==> src/rtl/counter_cmd_arbiter.sv <==
// Two-requester round-robin sequencer for a shared 4-bit up/down counter.
// Turns LOAD/UP/DOWN commands into per-cycle counter controls and stops early at the limits.
module counter_cmd_arbiter #(
    parameter int unsigned TOP   = 12,
    parameter int unsigned STEPW = 4
) (
    input  logic       clk,
    input  logic       rst,
    input  logic       req0,
    input  logic [1:0] cmd0,
    input  logic [5:0] arg0,
    output logic       ack0,
    output logic       done0,
    input  logic       req1,
    input  logic [1:0] cmd1,
    input  logic [5:0] arg1,
    output logic       ack1,
    output logic       done1,
    input  logic [3:0] cnt_out,
    output logic       cnt_en,
    output logic       cnt_dir,
    output logic       cnt_load,
    output logic [5:0] cnt_data,
    output logic       busy,
    output logic       owner,
    output logic       sat
);
    localparam int unsigned CNTW = 4;
    localparam int unsigned ARGW = 6;
    localparam int unsigned CMDW = 2;
    localparam logic [CNTW-1:0] TOP_V = CNTW'(TOP);
    localparam logic [CMDW-1:0] CMD_LOAD = 2'b01;
    localparam logic [CMDW-1:0] CMD_UP   = 2'b10;
    localparam logic [CMDW-1:0] CMD_DOWN = 2'b11;

    typedef enum logic [1:0] {S_IDLE, S_EXEC, S_DONE} state_e;

    state_e            state_q, state_d;
    logic [CMDW-1:0]   cmd_q, cmd_d;
    logic [ARGW-1:0]   arg_q, arg_d;
    logic [STEPW-1:0]  rem_q, rem_d;
    logic              ptr_q, ptr_d;
    logic              ack0_q, ack0_d, ack1_q, ack1_d;
    logic              done0_q, done0_d, done1_q, done1_d;
    logic              cnt_en_q, cnt_en_d, cnt_dir_q, cnt_dir_d, cnt_load_q, cnt_load_d;
    logic [ARGW-1:0]   cnt_data_q, cnt_data_d;
    logic              busy_q, busy_d, owner_q, owner_d, sat_q, sat_d;
    logic              gnt_idx, fin, at_limit;
    logic [ARGW-1:0]   arg_sel;

    // Limit test uses the counter value settled from the previous cycle's step.
    assign at_limit = (cmd_q == CMD_UP) ? (cnt_out >= TOP_V) : (cnt_out == '0);

    always_comb begin
        state_d    = state_q;
        cmd_d      = cmd_q;
        arg_d      = arg_q;
        rem_d      = rem_q;
        ptr_d      = ptr_q;
        ack0_d     = 1'b0;
        ack1_d     = 1'b0;
        cnt_en_d   = 1'b0;
        cnt_dir_d  = 1'b0;
        cnt_load_d = 1'b0;
        cnt_data_d = '0;
        busy_d     = busy_q & ~(done0_q | done1_q);
        owner_d    = owner_q;
        sat_d      = sat_q;
        gnt_idx    = 1'b0;
        arg_sel    = arg0;
        fin        = 1'b0;

        case (state_q)
            S_IDLE: begin
                if (req0 || req1) begin
                    gnt_idx = (req0 && req1) ? ptr_q : req1;
                    arg_sel = gnt_idx ? arg1 : arg0;
                    cmd_d   = gnt_idx ? cmd1 : cmd0;
                    arg_d   = arg_sel;
                    rem_d   = arg_sel[STEPW-1:0];
                    ack0_d  = ~gnt_idx;
                    ack1_d  = gnt_idx;
                    owner_d = gnt_idx;
                    sat_d   = 1'b0;
                    busy_d  = 1'b1;
                    state_d = S_EXEC;
                end
            end
            S_EXEC: begin
                case (cmd_q)
                    CMD_LOAD: begin
                        cnt_en_d   = 1'b1;
                        cnt_load_d = 1'b1;
                        cnt_data_d = arg_q;
                        state_d    = S_DONE;
                    end
                    CMD_UP, CMD_DOWN: begin
                        if (rem_q == '0) begin
                            fin     = 1'b1;
                            state_d = S_DONE;
                        end else if (at_limit) begin
                            fin     = 1'b1;
                            sat_d   = 1'b1;
                            state_d = S_DONE;
                        end else begin
                            cnt_en_d  = 1'b1;
                            cnt_dir_d = (cmd_q == CMD_UP);
                            rem_d     = rem_q - STEPW'(1);
                            if (rem_q == STEPW'(1)) begin
                                state_d = S_DONE;
                            end
                        end
                    end
                    default: begin
                        fin     = 1'b1;
                        state_d = S_DONE;
                    end
                endcase
            end
            S_DONE: begin
                // A step still in flight delays the done pulse until it has landed.
                fin     = cnt_en_q;
                ptr_d   = ~owner_q;
                state_d = S_IDLE;
            end
            default: state_d = S_IDLE;
        endcase

        done0_d = fin & ~owner_q;
        done1_d = fin & owner_q;
    end

    always_ff @(posedge clk) begin
        if (rst) begin
            state_q    <= S_IDLE;
            cmd_q      <= '0;
            arg_q      <= '0;
            rem_q      <= '0;
            ptr_q      <= 1'b0;
            ack0_q     <= 1'b0;
            ack1_q     <= 1'b0;
            done0_q    <= 1'b0;
            done1_q    <= 1'b0;
            cnt_en_q   <= 1'b0;
            cnt_dir_q  <= 1'b0;
            cnt_load_q <= 1'b0;
            cnt_data_q <= '0;
            busy_q     <= 1'b0;
            owner_q    <= 1'b0;
            sat_q      <= 1'b0;
        end else begin
            state_q    <= state_d;
            cmd_q      <= cmd_d;
            arg_q      <= arg_d;
            rem_q      <= rem_d;
            ptr_q      <= ptr_d;
            ack0_q     <= ack0_d;
            ack1_q     <= ack1_d;
            done0_q    <= done0_d;
            done1_q    <= done1_d;
            cnt_en_q   <= cnt_en_d;
            cnt_dir_q  <= cnt_dir_d;
            cnt_load_q <= cnt_load_d;
            cnt_data_q <= cnt_data_d;
            busy_q     <= busy_d;
            owner_q    <= owner_d;
            sat_q      <= sat_d;
        end
    end

    assign ack0     = ack0_q;
    assign ack1     = ack1_q;
    assign done0    = done0_q;
    assign done1    = done1_q;
    assign cnt_en   = cnt_en_q;
    assign cnt_dir  = cnt_dir_q;
    assign cnt_load = cnt_load_q;
    assign cnt_data = cnt_data_q;
    assign busy     = busy_q;
    assign owner    = owner_q;
    assign sat      = sat_q;

endmodule

==> config.mk <==
export PLATFORM = sky130hd
export DESIGN_NAME = counter_cmd_arbiter
export DESIGN_NICKNAME = d
export VERILOG_FILES = /design/src/rtl/counter_cmd_arbiter.sv
export SDC_FILE = /design/constraint.sdc
export NUM_CORES = 1
export LEC_CHECK = 0
export BUFFER_PORTS_ARGS = -buffer_cell sky130_fd_sc_hd__buf_2
export CORE_MARGIN = 3
export CORE_UTILIZATION = 46
export CTS_CLUSTER_DIAMETER = 80
export DETAILED_ROUTE_END_ITERATION = 12
export PLACE_DENSITY = 0.79
export SYNTH_ARGS = -nofsm -noshare
export SYNTH_HDL_FRONTEND = slang
export SYNTH_SLANG_ARGS = --single-unit
==> constraint.sdc <==
create_clock -name clk -period 1.5 [get_ports clk]
set_input_delay 0.15 -clock clk [delete_from_list [all_inputs] [get_ports clk]]
set_output_delay 0.15 -clock clk [all_outputs]
set_load 0.01 [all_outputs]
==> flow_metrics.py <==
metrics = {
    "status": {
        "status": "complete, but fails checks",
        "violations": "setup timing",
    },
    "cts": {
        "cts_tree": "yes",
        "cts-root-buf": "clkbuf_4",
        "cts.sink_count": 31,
        "htreeDepth": 2,
        "clk_pin_slew_ns": 0.10,
        "hold_buffers": 0,
        "clk-insertion-delay-late_ns": 0.33,
        "cts_buffer_depth": 2,
        "cts_buffers": 5,
    },
    "timing": {
        "maxSlewViolCount": 0,
        "period_minus_slack_ns": 1.551,
        "slew_headroom": 0.7504,
        "finClkSkew_ns": 0.01161,
        "worst_pin_slew_ns": 0.3745,
        "post-route-period-util": 1.034,
        "setup_violations": 4,
        "timing.final.ws_setup_ns": -0.05125,
        "hold_viol_final": 0,
        "max_freq_mhz": 644.6,
        "grt_setup_unrepaired": "yes",
    },
    "die": {
        "num_rows": 19,
        "dieHeight_um": 62.78,
        "core-area_um2": 2900,
        "dieArea_um2": 3941,
        "io_pins": 40,
        "initial_core_util": 0.5112,
        "die_w_um": 62.78,
    },
    "setup_path": {
        "crit_required_ns": 1.73,
        "worst_ep_arrival_time_ns": 1.78,
        "path_cells": "inv_2, ha_4, nor3b_4, a2111o_1, o21a_1, o21a_1",
        "crit_type": "register to register",
        "slowest_stage": "a2111o_1",
        "cp_max_fo": 3,
        "slowest_delay_ns": 0.37,
        "crit_path_end_kind": "register",
        "cp-start-kind": "register",
        "path_common_cell": "o21a_1",
    },
    "pwr": {
        "p_per_area_nw_per_um2": 1160,
        "power.leakage_nw": 0.8972,
        "vdd_drop_max_uv": 727.0,
        "power.internal_mw": 1.571,
        "p_sw_frac": 0.3242,
        "seqPwrFrac": 0.423,
        "clkPwrFrac": 0.211,
        "p_switching_mw": 0.7535,
        "power_frac_comb": 0.366,
    },
    "yosys": {
        "synth-main-ff-cell": "dfxtp_1",
        "syn-cell-area_um2": 1483,
        "ys_warn_count": 0,
        "synth_enable_flop_cells": 0,
        "syn_avg_cell_area_um2": 8.825,
        "netlist_instances": 168,
        "syn_nets": 197,
        "synth.distinct_cells": 38,
        "ys_ff_latch": 31,
        "synth-async-reset-ratio": 0,
        "synth_seq_area_share": 0.4186,
    },
    "detailed_routing": {
        "drt_first_pass_iters": 4,
        "ant_nets": 0,
        "totalWireLength_mm": 3.761,
        "drtIter0Drc": 92,
        "wl_per_cell_um": 13.83,
        "drcViolationCount": 0,
        "vias": 1471,
        "avgViaCountPerCell": 5.408,
    },
    "global_routing": {
        "grt_use_total": 0.2035,
        "grt_overflow": 0,
        "grt_pass1_wl_mm": 6.341,
        "grt_pass1_vias": 1496,
        "antenna_found_initial": 0,
        "grt_max_degree": 19,
    },
    "placement": {
        "dpl.cell_count": 260,
        "place_hpwl_mm": 2.899,
        "post-place-ws_ns": -0.08095,
        "port_buffers": 39,
        "gp_congestion": 0.8331,
    },
    "cells_and_area": {
        "nets": 259,
        "diodes": 0,
        "drive_gt1_frac": 0.3957,
        "multi_input_area_um2": 863.3,
        "fillerInstances": 251,
        "seq_area_um2": 625.6,
        "fin_cells": 272,
        "syn_to_final_growth_pct": 35.19,
    },
    "hold_path": {
        "worst_hold_path_type": "input pin to register",
    },
    "job": {
        "drv_cap": 0,
    },
}
-- area by class of cell --
cell class | count | area share
multi-input cells | 122 | 0.4307
flip-flops and latches | 31 | 0.3121
repair buffers | 63 | 0.1873
well taps | 42 | 0.02622
clock buffers | 6 | 0.02559
inverters | 7 | 0.01561
clock inverters | 1 | 0.002497
-- path summary, 6_finish.rpt --
check	start	end	slack, ns	depth (start not counted)
setup reg to reg	rem_q[1]	state_q[1]	-0.05	6
hold / removal	arg0[5]	arg_q[5]	0.09	3
setup / recovery	rem_q[1]	state_q[1]	-0.05	6
hold reg to reg	arg_q[1]	cnt_data[1]	0.46	1
-- placed cells by master (no fill, tap or decap), types with 3 or more instances in the layout --
cell type and instances:
a211oi_1 4, a21boi_1 3, a21oi_1 7, a311oi_1 5
and2_1 7, and3_1 3, buf_2 39, buf_4 24
clkbuf_4 5, dfxtp_1 27, dfxtp_2 4, ha_4 3
inv_2 3, nand2_1 10, nand2b_1 9, nand3_1 6
nor2_1 18, nor3_1 10, o21a_1 3, o21ai_0 3
o21ai_1 3, o31ai_1 4
-- worst max-delay path: cells and delay by family, from the launching register on --
kind | cells | cell delay (ns)
fa+ha+maj | 1 | 0.15
flops | 1 | 0.35
simple gates | 1 | 0.15
buf+inv | 1 | 0.05
compound gates | 3 | 0.74
-- logic make-up (layout without fill, tap and decap cells) --
family	count (synthesis)	count (layout)	synth area share
fa+ha+maj	5	5	0.04219
simple gates	73	73	0.2751
flops	31	31	0.4186
compound gates	41	41	0.2025
buf+inv	15	77	0.04051
mux	3	3	0.02110
-- Yosys cell counts, types with 3 or more instances --
library cell,instances,area share
a211oi_1,4,0.020
a21boi_1,3,0.015
and2_1,7,0.030
ha_1,5,0.042
a311oi_1,5,0.030
clkbuf_1,5,0.013
a21oi_1,7,0.024
dfxtp_1,31,0.42
nand2b_1,9,0.038
o21a_1,4,0.020
nand2_1,10,0.025
o31ai_1,4,0.020
buf_2,3,0.010
nor2_1,18,0.046
nor3_1,10,0.034
o21ai_0,4,0.014
inv_1,7,0.018
and3_1,3,0.013
nand3_1,6,0.020
-- per-layer routing --
layer  track usage  vias up  wire length, µm
met2        0.3422       49             1875
met5             0        -                0
li1              -      728                -
met4       0.08264        0               48
met1        0.2315      687             1602
met3       0.07554        7              235
-- timing repair --
item                                   4_1_cts  5_1_grt
pin swaps                                    2        2
setup endpoints to repair                    8       14
gates resized for setup                      4        4
endpoints found under the hold margin        0        0
buffers inserted                             3        2
-- power by group through the flow --
stage	logic [mW]	clock network, mW	registers, mW
detailed placement	0.760	0	1.00
finish	0.852	0.489	0.983
global route	0.936	0.560	0.993
global placement	0.736	0	0.997
CTS	0.806	0.509	0.980
floorplan	0.460	0	1.01
-- per-stage QoR --
step                utilization  power, mW  hold WS [ns]  area (µm²)   TNS, ns
floorplan                     -      1.465        0.3125        1531  -0.03494
global placement         0.6488      1.733        0.4194        1882  -0.03609
detailed placement       0.6488      1.764        0.4351        1882   -0.3347
CTS                      0.6825      2.295       0.07497        1979   -0.1104
global route             0.6911      2.489       0.07001        2004   -0.7534
finish                   0.6911      2.324       0.08906        2004   -0.1026
-- sequential cells by signal, summed over array words and instances (netlist names) --
register	count
done1	1
sat	1
ack1	1
ack0	1
owner	1
cmd_q	2
cnt_load	1
done0	1
cnt_en	1
cnt_data	6
busy	1
state_q	2
cnt_dir	1
ptr_q	1
rem_q	4
arg_q	6
Power figures use the tool's default switching activity.
